$ cat src/rtl/instruction_decoder.sv
// Fetch/decode sequencer: registers PC and IR, decodes IR combinationally into datapath controls.
// Latency: one cycle from program word to IR; no backpressure, fetch advances every cycle.
module instruction_decoder (
    input  logic       clk,
    input  logic       sync_reset,
    input  logic [7:0] pm_data,
    input  logic       r_eq_0,
    output logic [7:0] pm_addr,
    output logic [7:0] ir,
    output logic [3:0] ir_nibble,
    output logic [8:0] reg_en,
    output logic [3:0] source_sel,
    output logic       i_sel,
    output logic       x_sel,
    output logic       y_sel
);

    logic [7:0] pm_addr_q, pm_addr_d;
    logic [7:0] ir_q, ir_d;
    logic       valid_q, valid_d;

    logic [2:0] d_code;
    logic [2:0] s_code;
    logic       has_dest;
    logic       is_move;
    logic       jump_taken;
    logic [8:0] dest_en;

    always_ff @(posedge clk) begin
        if (sync_reset) begin
            pm_addr_q <= 8'h00;
            ir_q      <= 8'h00;
            valid_q   <= 1'b0;
        end else begin
            pm_addr_q <= pm_addr_d;
            ir_q      <= ir_d;
            valid_q   <= valid_d;
        end
    end

    always_comb begin
        d_code     = 3'd0;
        s_code     = 3'd0;
        has_dest   = 1'b0;
        is_move    = 1'b0;
        jump_taken = 1'b0;
        reg_en     = 9'h000;
        source_sel = 4'd0;
        i_sel      = 1'b0;
        x_sel      = 1'b0;
        y_sel      = 1'b0;

        if (valid_q) begin
            if (!ir_q[7]) begin
                has_dest   = 1'b1;
                d_code     = ir_q[6:4];
                source_sel = 4'd8;
            end else if (!ir_q[6]) begin
                has_dest = 1'b1;
                is_move  = 1'b1;
                d_code   = ir_q[5:3];
                s_code   = ir_q[2:0];
                // r -> o_reg is not a useful move, so that encoding reads the input pins
                if (d_code == 3'd4 && s_code == 3'd4) begin
                    source_sel = 4'd9;
                end else begin
                    source_sel = {1'b0, s_code};
                end
            end else if (!ir_q[5]) begin
                reg_en[4] = 1'b1;
                x_sel     = ir_q[4];
                y_sel     = ir_q[3];
            end else if (!ir_q[4]) begin
                jump_taken = 1'b1;
            end else begin
                jump_taken = !r_eq_0;
            end
        end

        case (d_code)
            3'd0:    dest_en = 9'h001;
            3'd1:    dest_en = 9'h002;
            3'd2:    dest_en = 9'h004;
            3'd3:    dest_en = 9'h008;
            3'd4:    dest_en = 9'h100;
            3'd5:    dest_en = 9'h020;
            3'd6:    dest_en = 9'h040;
            default: dest_en = 9'h080;
        endcase

        if (has_dest) begin
            reg_en = dest_en;
            // Any dm access post-increments i, unless i itself is being loaded from the bus
            if (d_code == 3'd7 || (is_move && s_code == 3'd7)) begin
                reg_en[6] = 1'b1;
                i_sel     = (d_code != 3'd6);
            end
        end

        pm_addr_d = jump_taken ? {ir_q[3:0], 4'h0} : pm_addr_q + 8'd1;
        ir_d      = pm_data;
        valid_d   = 1'b1;
    end

    assign pm_addr   = pm_addr_q;
    assign ir        = ir_q;
    assign ir_nibble = ir_q[3:0];

endmodule

$ cat config.mk
export PLATFORM = sky130hd
export DESIGN_NAME = instruction_decoder
export DESIGN_NICKNAME = d
export VERILOG_FILES = /design/src/rtl/instruction_decoder.sv
export SDC_FILE = /design/constraint.sdc
export NUM_CORES = 1
export LEC_CHECK = 0
export ABC_AREA = 1
export BUFFER_PORTS_ARGS = -buffer_cell sky130_fd_sc_hd__buf_2
export CAP_MARGIN = 20
export CORE_ASPECT_RATIO = 0.75
export CORE_MARGIN = 2
export CORE_UTILIZATION = 48
export CTS_CLUSTER_DIAMETER = 200
export DETAILED_ROUTE_END_ITERATION = 16
export PLACE_DENSITY = 0.79
export RECOVER_POWER = 100
export SLEW_MARGIN = 20
export SYNTH_ARGS = -nofsm -noshare
export SYNTH_HDL_FRONTEND = slang
export SYNTH_SLANG_ARGS = --single-unit
export TNS_END_PERCENT = 20
$ cat constraint.sdc
create_clock -name clk -period 2.9 [get_ports clk]
set_input_delay 0.58 -clock clk [delete_from_list [all_inputs] [get_ports clk]]
set_output_delay 0.58 -clock clk [all_outputs]
set_load 0.1 [all_outputs]
Yosys cells after proc, flatten, opt, wreduce, memory -nomap -nowiden:

Cells that the tools add are included.

* flip-flop bits (word level): 17
* output and inout port bits: 36
* word-level logic and storage cells: 61

* add/subtract/negate cells: 1
* eq/ne operators: 11
* mux-type cells: 39
* reductions and logical operators: 6

Operator list (count)
* one-hot mux 9 bit (7 select lines): 1
* two-way mux 1 bit: 26
* equality test 3 bit, second input constant: 7
* two-way mux 3 bit: 6
* two-way mux 4 bit: 4
* two-way mux 9 bit: 1
* adder 8 x 1 -> 8 bit, second input constant: 1
* two-way mux 8 bit: 1
* equality test 3 x 2 -> 1 bit, second input constant: 2
* equality test 3 x 1 -> 1 bit, second input constant: 1
* zero test 3 bit: 1
* inequality test 3 bit, second input constant: 1
* logical AND 1 bit: 2
* OR reduction 2 bit: 1
* zero test 1 bit: 1
* logical OR 1 bit: 1

Logic depth before layout (Yosys ltp):

* word-level depth: 8
* depth in mapped cells: 8

Least setup slack after synthesis:

No wires, ideal clock.

* kind: reg2out
* start: reg ir_q[7] (netlist: ir[7])
* end: out x_sel
* arrival: 4200 ps
* data required time: 2320 ps
* path slack: -1880 ps
* cell stages (with the launch flop): 6
* buffers on the path: 1
* cells stage by stage: dfxtp_1 clkbuf_8 nand3_2 nor2_1 inv_1 nor2_1

* word-level cells in the longest chain between the ends: 2

RTL lines
* start, declared: line 19 `logic [7:0] ir_q, ir_d;`
* start signal, assigned: line 36 `ir_q <= ir_d;`
* two-way mux 1 bit: line 54 `if (!ir_q[7]) begin`
* two-way mux 1 bit: line 53 `if (valid_q) begin`
* end, declared: line 14 `output logic x_sel,`

No other way between the ends.

Worst setup path after layout:

* start: reg valid_q
* end: out reg_en[4]

* word-level cells in the longest chain between the ends: 2
* elaborated cells between the ends (all ways): 3

RTL lines
* start, declared: line 20 `logic valid_q, valid_d;`
* start signal, assigned: line 37 `valid_q <= valid_d;`
* two-way mux 1 bit: line 53
* two-way mux 9 bit *: line 91 `if (has_dest) begin`
* end, declared: line 11 `output logic [8:0] reg_en,`

Mark *: on every way between the ends. The rest lies on a longest branch, timed or not.

==> results.sh <==
export IMPL_die_area_mm2=0.00243
export IMPL_syn_area_per_cell_um2=6.93
export IMPL_htree_levels=1
export IMPL_leakage_uw=0.000603
export IMPL_rsz0062_at_grt="no"
export IMPL_pre_cts_slack_ns=0.751
export IMPL_period_minus_slack_ns=2.55
export IMPL_synth_warnings=0
export IMPL_crit_path_end_kind="primary output"
export IMPL_gp_congestion=0.793
export IMPL_hp_class="reg -> reg"
export IMPL_cts_sinks=17
export IMPL_p_per_area_mw_per_mm2=474
export IMPL_ys_seq_elements=17
export IMPL_finClkSkew_ns=0.00389
export IMPL_drive_above_1_share_pct=28.0
export IMPL_place_area_mm2=0.00126
export IMPL_design_area_mm2=0.00125
export IMPL_vias_per_cell=4.69
export IMPL_grt_max_degree=13
export IMPL_drc=0
export IMPL_slew_headroom_pct=21.8
export IMPL_overflow=0
export IMPL_fp_dieH_um=43.2
export IMPL_die_w_um=56.3
export IMPL_syn_inst=142
export IMPL_cp_max_fo=7
export IMPL_fillers=200
export IMPL_area_growth_pct=26.7
export IMPL_arrival_ns=1.97
export IMPL_worst_pin_slew_ns=1.18
export IMPL_cts_made_buffers=3
export IMPL_cts_buffer_depth=2
export IMPL_cap_violations=0
export IMPL_coreArea_mm2=0.00196
export IMPL_start_util_pct=50.1
export IMPL_finish_net_count=199
export IMPL_num_io_pins=47
export IMPL_post_cts_buffers=0
export IMPL_dp_cells=206
export IMPL_routed_wl_mm=2.27
export IMPL_setup_tns_ns=0
export IMPL_critPathLaunchType="flop"
export IMPL_globalRouteTotalUtil_pct=20.9
export IMPL_seq_area_frac_synth_pct=34.6
export IMPL_synth_cell_types=28
export IMPL_post_drt_wl_per_cell_um=10.8
export IMPL_grt_pass1_vias=923
export IMPL_drtAntennaViolNets=0
export IMPL_root_buffer="clkbuf_4"
export IMPL_finalCritPeriodShare_pct=88.1
export IMPL_power_uw=591
export IMPL_clock_latency_ns=0.28
export IMPL_antenna_found_initial=0
export IMPL_layout_cells_non_filler=210
export IMPL_port_buffers=46
export IMPL_cp_required_ns=2.32
export IMPL_timing_fmax_mhz=391
export IMPL_drt_pass1_iter_count=5
export IMPL_peakVddDrop_v=0.000368
export IMPL_via_count=985
export IMPL_fin_ws_ns=0.345
export IMPL_syn_num_nets=154
export IMPL_antenna_cells=0
export IMPL_setup_viol=0
export IMPL_clkSlewWorstSetupHoldPaths_ns=0.09
export IMPL_grt_pass1_wl_mm=3.95
export IMPL_outcome="finished clean"
export IMPL_dp_hpwl_mm=1.85
export IMPL_drtIter0Drc=20
export IMPL_crit_type="reg -> out"
export IMPL_cts_tree="yes"
export IMPL_hold_viol=0
export IMPL_cts_hold_buf=0
export IMPL_postCtsResizedCells=0
export IMPL_floorplan_rows=14
export IMPL_slew_violations=0
export IMPL_syn_cell_area_um2=983
==> power breakdown <==
group          leakage (uW)  internal, uW  switching [uW]  total, uW
logic              0.000447          29.5             179        209
clock network     0.0000150          53.4            68.0        121
registers          0.000141           244            16.7        261
==> metal layers <==
layer	vias up	routed length (um)	track usage, %
met2	30	1090	34.8
met4	0	10	4.29
li1	514	-	-
met1	439	1010	26.9
met5	-	0	0
met3	2	155	6.40
==> path summary, 6_finish.rpt <==
check / start / endpoint / slack [ns] / depth (start not counted)
setup / recovery: valid_q / reg_en[4] / 0.35 / 3
hold / removal: pm_addr[0] / pm_addr[0] / 0.48 / 1
setup reg to reg: valid_q / pm_addr[2] / 1.45 / 5
hold reg to reg: pm_addr[0] / pm_addr[0] / 0.48 / 1
==> cells in the mapped netlist, drive strengths merged <==
cell type	instances	area (um^2)
buf	4	30.0
a21oi	8	55.1
nor2	27	130
clkbuf	2	17.5
inv	32	120
o21ai	2	10.0
nor3	3	20.0
nand4	4	25.0
nor3b	1	7.51
nand3	13	87.6
xor2	1	8.76
nand2	26	110
ha	1	12.5
xnor2	1	8.76
dfxtp	17	340
==> final cells by class <==
cell class,count,area (um^2),share of cell area [%]
multi-input cells,87,526,42.2
flip-flops and latches,17,343,27.5
repair buffers,46,201,16.2
inverters,32,120,9.64
well taps,24,30.0,2.41
clock buffers,4,26.3,2.11
==> kinds of logic (layout without fill, tap and decap cells) <==
group,after synthesis,after routing,synth area share [%]
xor+xnor,2,2,1.78
flops,17,17,34.6
fa+ha+maj,1,1,1.27
compound gates,10,10,6.62
buf+inv,38,82,17.0
simple gates,74,74,38.7
==> state kept, by name (all words and copies together), names as in the netlist <==
name     cells
ir           8
pm_addr      8
valid_q      1
==> metrics by stage <==
| step | hold WS (ns) | utilization (%) |
|---|---|---|
| 2_1_floorplan | 0.678 | - |
| 3_3_place_gp | 0.445 | 64.4 |
| 3_5_place_dp | 0.450 | 64.4 |
| 4_1_cts | 0.472 | 65.8 |
| 5_1_grt | 0.484 | 63.5 |
| 6_report | 0.476 | 63.5 |
==> worst max-delay path: stages, from the launching register on <==
cell	delay (ns)
dfxtp_1	0.51
nand3_1	0.19
nor2_4	0.12
clkbuf_1	0.87
==> placed cells by master, fill, tap and decap left out, types with 3 or more instances in the layout <==
cell type | synthesis | final
a21oi_1 | 6 | 4
dfxtp_1 | 17 | 15
inv_1 | 27 | 28
nor2_1 | 23 | 17
inv_2 | 5 | 4
clkbuf_1 | 1 | 24
clkbuf_4 | 0 | 3
buf_2 | 0 | 9
nand3_1 | 10 | 11
nor2_4 | 1 | 3
nand2_1 | 23 | 24
nor2_2 | 2 | 6
clkbuf_2 | 0 | 14
nand4_1 | 4 | 4
Note: power is estimated with default switching activity, not from simulation.
